**src/rtl/pc_seq.sv**
```systemverilog
// Program-counter sequencer: fetch/execute loop that drives pc mode/halt/data.
// Optional call/return balance checking is built when PC_SEQ_CALL_CHECK_EN is defined.

package pico;
   parameter int unsigned N = 8;

   typedef enum logic [1:0] {
      INCREMENT  = 2'd0,
      RELATIVE   = 2'd1,
      SUBROUTINE = 2'd2,
      RETURN     = 2'd3
   } modePC;
endpackage

module pc_seq #(
   parameter int unsigned N     = pico::N,
   parameter int unsigned CNT_W = 16
) (
   input  logic             clk_i,
   input  logic             rst_i,
   input  logic             run_i,
   input  logic             halt_req_i,
   input  logic             imem_valid_i,
   input  logic             br_i,
   input  logic             call_i,
   input  logic             ret_i,
   input  logic             hlt_i,
   input  logic [N-1:0]     off_i,
   output pico::modePC      pc_mode_o,
   output logic             pc_halt_o,
   output logic [N-1:0]     pc_data_o,
   output logic             imem_req_o,
   output logic             dec_en_o,
   output logic             halted_o,
   output logic             err_o,
   output logic [CNT_W-1:0] instr_cnt_o
);

   typedef enum logic [1:0] {
      StIdle,
      StFetch,
      StExec,
      StHalted
   } state_e;

   state_e             state_q, state_d;
   logic               pc_halt_q, imem_req_q, dec_en_q, halted_q;
   logic [CNT_W-1:0]   cnt_q;
   pico::modePC        req_mode;
   logic               call_bad, ret_bad;

`ifdef PC_SEQ_CALL_CHECK_EN
   logic depth_q;
   logic err_q;
`endif

   // Decoded request priority: halt, return, call, branch, then plain increment.
   always_comb begin
      req_mode = pico::INCREMENT;
      if (hlt_i) begin
         req_mode = pico::INCREMENT;
      end else if (ret_i) begin
         req_mode = pico::RETURN;
      end else if (call_i) begin
         req_mode = pico::SUBROUTINE;
      end else if (br_i) begin
         req_mode = pico::RELATIVE;
      end
   end

   always_comb begin
      call_bad = 1'b0;
      ret_bad  = 1'b0;
`ifdef PC_SEQ_CALL_CHECK_EN
      // The pc holds a single return address, so nesting or underflow is refused.
      call_bad = (req_mode == pico::SUBROUTINE) && depth_q;
      ret_bad  = (req_mode == pico::RETURN) && !depth_q;
`endif
   end

   always_comb begin
      pc_mode_o = pico::INCREMENT;
      pc_data_o = '0;
      if (state_q == StExec && !call_bad && !ret_bad) begin
         pc_mode_o = req_mode;
         if (req_mode == pico::RELATIVE || req_mode == pico::SUBROUTINE) begin
            pc_data_o = off_i;
         end
      end
   end

   always_comb begin
      state_d = state_q;
      unique case (state_q)
         StIdle, StHalted: begin
            if (!halt_req_i && run_i) state_d = StFetch;
         end
         StFetch: begin
            if (halt_req_i) begin
               state_d = StHalted;
            end else if (imem_valid_i) begin
               state_d = StExec;
            end
         end
         StExec: begin
            state_d = (hlt_i || halt_req_i) ? StHalted : StFetch;
         end
         default: state_d = StIdle;
      endcase
   end

   // Status outputs are registered decodes of the next state, so they track state_q exactly.
   always_ff @(posedge clk_i) begin
      if (rst_i) begin
         state_q    <= StIdle;
         pc_halt_q  <= 1'b1;
         imem_req_q <= 1'b0;
         dec_en_q   <= 1'b0;
         halted_q   <= 1'b1;
         cnt_q      <= '0;
`ifdef PC_SEQ_CALL_CHECK_EN
         depth_q    <= 1'b0;
         err_q      <= 1'b0;
`endif
      end else begin
         state_q    <= state_d;
         pc_halt_q  <= (state_d != StExec);
         imem_req_q <= (state_d == StFetch);
         dec_en_q   <= (state_d == StExec);
         halted_q   <= (state_d == StIdle) || (state_d == StHalted);
         if (state_q == StExec) begin
            cnt_q <= cnt_q + CNT_W'(1);
`ifdef PC_SEQ_CALL_CHECK_EN
            if (call_bad || ret_bad) err_q <= 1'b1;
            if (pc_mode_o == pico::SUBROUTINE) begin
               depth_q <= 1'b1;
            end else if (pc_mode_o == pico::RETURN) begin
               depth_q <= 1'b0;
            end
`endif
         end
      end
   end

   assign pc_halt_o   = pc_halt_q;
   assign imem_req_o  = imem_req_q;
   assign dec_en_o    = dec_en_q;
   assign halted_o    = halted_q;
   assign instr_cnt_o = cnt_q;

`ifdef PC_SEQ_CALL_CHECK_EN
   assign err_o = err_q;
`else
   assign err_o = 1'b0;
`endif

endmodule
```
**config.mk**
```make
export PLATFORM = sky130hd
export DESIGN_NAME = pc_seq
export DESIGN_NICKNAME = d
export VERILOG_FILES = /design/src/rtl/pc_seq.sv
export SDC_FILE = /design/constraint.sdc
export NUM_CORES = 1
export LEC_CHECK = 0
export ABC_AREA = 1
export CORE_MARGIN = 8
export CORE_UTILIZATION = 47
export CTS_CLUSTER_SIZE = 28
export DETAILED_ROUTE_END_ITERATION = 7
export PLACE_DENSITY = 0.91
export SLEW_MARGIN = 20
export SYNTH_ARGS = -nofsm -noshare
export SYNTH_HDL_FRONTEND = slang
export SYNTH_SLANG_ARGS = --single-unit
```
**constraint.sdc**
```tcl
create_clock -name clk_i -period 2.7 [get_ports clk_i]
set_input_delay 0.54 -clock clk_i [delete_from_list [all_inputs] [get_ports clk_i]]
set_output_delay 0.54 -clock clk_i [all_outputs]
set_load 0.01 [all_outputs]
```
Yosys cells after proc, flatten, opt, wreduce, memory -nomap -nowiden. Cells that the tools add are included.

Flip-flop bits (word level): 22. Bits of input ports: 17. Output and inout bits: 31. Logic and storage cells: 36.

Add/sub/neg operators: 1. Equality and inequality tests: 9. Mux-type cells: 12. Reduce and logical (&&, ||, !) cells: 8.

Operators with widths (count): $add A16 B1 Y16 const B (1); $mux W2 (8); $mux W8 (2); $eq A2 B2 Y1 const B (5); $eq A2 B1 Y1 const B (3); $pmux W2 S3 (1); $logic_not A2 Y1 (2); $logic_or A1 B1 Y1 (3); $ne A2 B2 Y1 const B (1); $reduce_or A2 Y1 (1); $logic_and A1 B1 Y1 (1); $logic_not A1 Y1 (1); $mux W1 (1).

Logic depth before layout (Yosys ltp).
Depth in word-level cells: 8. Gate-level depth with buffers: 11. Depth with buffers taken out: 10.

Least setup slack after synthesis. OpenSTA, ideal clock, no wires.

Kind: register to register. Start: register state_q[0]. End: register halted_q, in the netlist halted_o. Setup time: 0.123 ns. Arrival: 1.642 ns. Required time: 2.577 ns. Slack: 0.935 ns. Stages on the path, launching flop included: 10. Path buffers: 1. Clock period less this slack: 1.765 ns. Path through: dfxtp_1 > inv_1 > ha_1 > buf_6 > o21ai_1 > nand2_1 > o21ai_1 > inv_1 > ha_1 > or2_2.

Word-level cells in the longest chain between the ends: 5. Elaborated cells on any way between the ends: 12. Classes of those cells: eq/ne: 4; mux: 4; reduce/logical: 4.

RTL lines: start, declared (line 46) `state_e state_q, state_d;`; start signal, assigned (line 115) `state_q <= StIdle;`; start signal, assigned (line 126) `state_q <= state_d;`; $eq A2 B2 Y1 (tied with other cells) (line 94) `unique case (state_q)`; $reduce_or A2 Y1 / $mux W2 (equally long branches) (line 94, 99); $pmux W2 S3 * (line 94); $eq A2 B2 Y1 / $logic_not A2 Y1 (equally long branches) (line 130) `halted_q <= (state_d == StIdle) || (state_d == StHalted);`; $logic_or A1 B1 Y1 * (line 130); end signal, assigned (line 130); end, declared (line 47) `logic pc_halt_q, imem_req_q, dec_en_q, halted_q;`.

Mark *: on every way between the ends. The rest lies on a longest branch, timed or not. A chain may end at the register's enable or synchronous reset.

Worst setup path after layout.
Start: input port hlt_i. End: output port pc_data_o[5].

Word-level cells in the longest chain between the ends: 5. Elaborated cells on any way between the ends: 6. Classes of those cells: eq/ne: 2; mux: 3; reduce/logical: 1.

RTL lines: start, declared (line 27) `input logic hlt_i,`; $mux W2 * (line 60) `if (hlt_i) begin`; $eq A2 B1 Y1 / $eq A2 B2 Y1 (equally long branches) (line 86) `if (req_mode == pico::RELATIVE || req_mode == pico::SUBROUTINE) begin`; $logic_or A1 B1 Y1 * (line 86); $mux W8 * (line 86); $mux W8 * (line 84) `if (state_q == StExec && !call_bad && !ret_bad) begin`; end, declared (line 31) `output logic [N-1:0] pc_data_o,`.

Marked as above.

==> metrics.cfg <==
[die]
core_area_um2 = 2500
die_h_um = 67.8
die_area_um2 = 4590
pin_count = 48
rows = 18
die_w_um = 67.8
initial_core_util = 0.504

[sta]
max_freq_mhz = 384
hold_viol = 0
timing.final.ws_setup_ns = 0.0990
skew_ns = 0.0113
period_share = 0.963
fin_crit_ns = 2.60
whs_ns = 0.535
tns_ns = 0
drv_slew = 0
setup_viol = 0
rsz0062_at_grt = no

[detailed_routing]
ant_nets = 0
drtIter0Drc = 63
drc = 0
vias = 1271
avgRoutedWirePerCell_um = 11.9
wl_met2_um = 1580
wirelength_um = 3170
wl_met3_um = 225
firstDrtPassIters = 4
routed.top_layer = met4
routedLengthMet1_um = 1300
vias_per_cell = 4.80

[pwr]
vdd_ir_drop_max_uv = 599
p_leak_uw = 0.000759
p_per_area_nw_per_um2 = 522

[worst_hold_path]
hold_path_class = flop to flop

[synth]
synth_edf_count = 0
synthTopCellsByArea = dfxtp_1 35%, nor2_1 10%, nand2_1 9.5%, inv_1 9.2%, ha_1 6.0%
yosysMostFrequentCell = nor2_1
yosysSeqAreaShare = 0.350
syn-num-nets = 211
synth_flop_cell = dfxtp_1
synth.top_cell.area_share = 0.350
ys_types = 25
synth-seq-cells = 22
synthCells = 188
synth_common_cells = 35 x nor2_1, 32 x nand2_1, 31 x inv_1
syn_area_um2 = 1260
async_reset_ff_frac = 0
yosysTopAreaCell = dfxtp_1
avgSynthCellArea_um2 = 6.70
yosys_warnings = 0

[global_routing]
grt_max_degree = 15
grt_pass1_vias = 1218
overflow = 0
globalRouteTotalUtil = 0.142
antenna_found_initial = 0
grt_pass1_wl_um = 5180

[place]
dp_slack_ns = 0.0452
place_area_um2 = 1740
hpwlAfterDp_um = 2500
place_inst = 261
routabilityCongestion = 0.792
io_buffers = 46

[cells_and_area]
areaGrowthSynthToFinish_pct = 41.4
layout-drive-gt1-share = 0.111
antenna_cells = 0
final_cells = 265
finalInstanceArea_um2 = 1780
fill_cells = 218
nets = 259

[clock_network]
cts_tree = yes
cts.sinks = 22
ctsHoldBuffers = 0
ctsLongestPathBuffers = 2
root_buffer = clkbuf_4
h-tree-depth = 1
clk_pin_slew_worst_paths_ns = 0.13
cts_made_buffers = 3
clk_latency_ns = 0.31

[critical_path]
arrival_ns = 2.06
worstSetupPathType = input port to output port
crit_fanout = 8
cp-start-kind = input port
worstSetupEndpointType = output port
critPathRequiredTime_ns = 2.16

[outcome]
status = complete, no violations

[job]
cap_viol_max_count = 0

[final cells by class]
type	instances	area, µm²	share of cell area
clock buffers	4	36.3	0.0204
inverters	34	128	0.0716
multi-input cells	128	672	0.377
flip-flops and latches	22	440	0.247
well taps	30	37.5	0.0211
repair buffers	47	468	0.263
[timing repair]
| action | CTS | global route |
|---|---|---|
| setup buffers | 0 | 0 |
| gates resized for setup | 0 | 2 |
| setup endpoints to repair | 0 | 8 |
[final timing paths]
check	startpoint	endpoint	slack, ns	cells after the start
worst max register to register	state_q[0]	halted_o	0.72	9
worst max-delay path	hlt_i	pc_data_o[5]	0.1	5
worst min-delay path	instr_cnt_o[14]	instr_cnt_o[14]	0.54	4
worst min register to register	instr_cnt_o[14]	instr_cnt_o[14]	0.54	4
[power breakdown]
part,internal [µW],switching [µW],total [µW]
Combinational,165,185,350
Clock,82.3,102,184
Sequential,368,26.4,395
[placed cells by master, fill, tap and decap left out]
cell             synthesis  final
buf_4                    1      1
or2_2                    1      1
o21ai_0                  5      5
xor2_1                   1      1
nor3_2                   0      1
nor2_1                  35     35
dfxtp_1                 22     22
a211oi_1                 1      1
o21ai_2                  0      1
nand4_1                  3      3
inv_1                   31     31
a21oi_1                  8      8
nand3_2                  2      2
ha_1                     6      6
nand2_1                 32     32
nor3_1                   6      5
nor3_4                   1      1
nor2_4                   2      2
clkbuf_8                 0      1
nor2_2                   4      4
clkdlybuf4s50_1          0     46
clkbuf_4                 0      3
conb_1                   1      1
o21bai_2                 1      1
o21ai_1                  5      4
nand2_2                  5      5
inv_2                    3      3
nand3_1                  9      9
[worst max-delay path, cell delays in order]
cell	delay, ns
clkdlybuf4s50_1	0.49
nor3_2	0.21
o21ai_2	0.14
nor2_1	0.13
clkdlybuf4s50_1	0.55
[routing by layer]
metal | track usage | vias to the layer above
met5 | 0 | -
met4 | 0.0409 | 0
met3 | 0.0497 | 6
met2 | 0.258 | 31
met1 | 0.151 | 564
li1 | - | 670
[cells by family (layout without fill, tap and decap cells)]
logic type,after synthesis,after routing,share of synthesized area
AOI/OAI and AO/OA,20,20,0.0864
xor gates and xnor gates,1,1,0.00695
adders and majority gates,6,6,0.0596
buffers and inverters,38,85,0.124
DFF,22,22,0.350
other,1,1,0.00298
and+or+nand+nor,100,100,0.370
[flip-flops by register name (all words and copies together) (netlist names)]
register and flops:
state_q 2, pc_halt_o 1, halted_o 1, dec_en_o 1
imem_req_o 1, instr_cnt_o 16
[metrics by stage]
step / total power, µW / util
global route: 995 / 0.713
CTS: 938 / 0.709
global placement: 734 / 0.695
finish: 929 / 0.713
detailed placement: 754 / 0.695
floorplan: 604 / -
No activity file was read; power rests on OpenSTA's default activity.
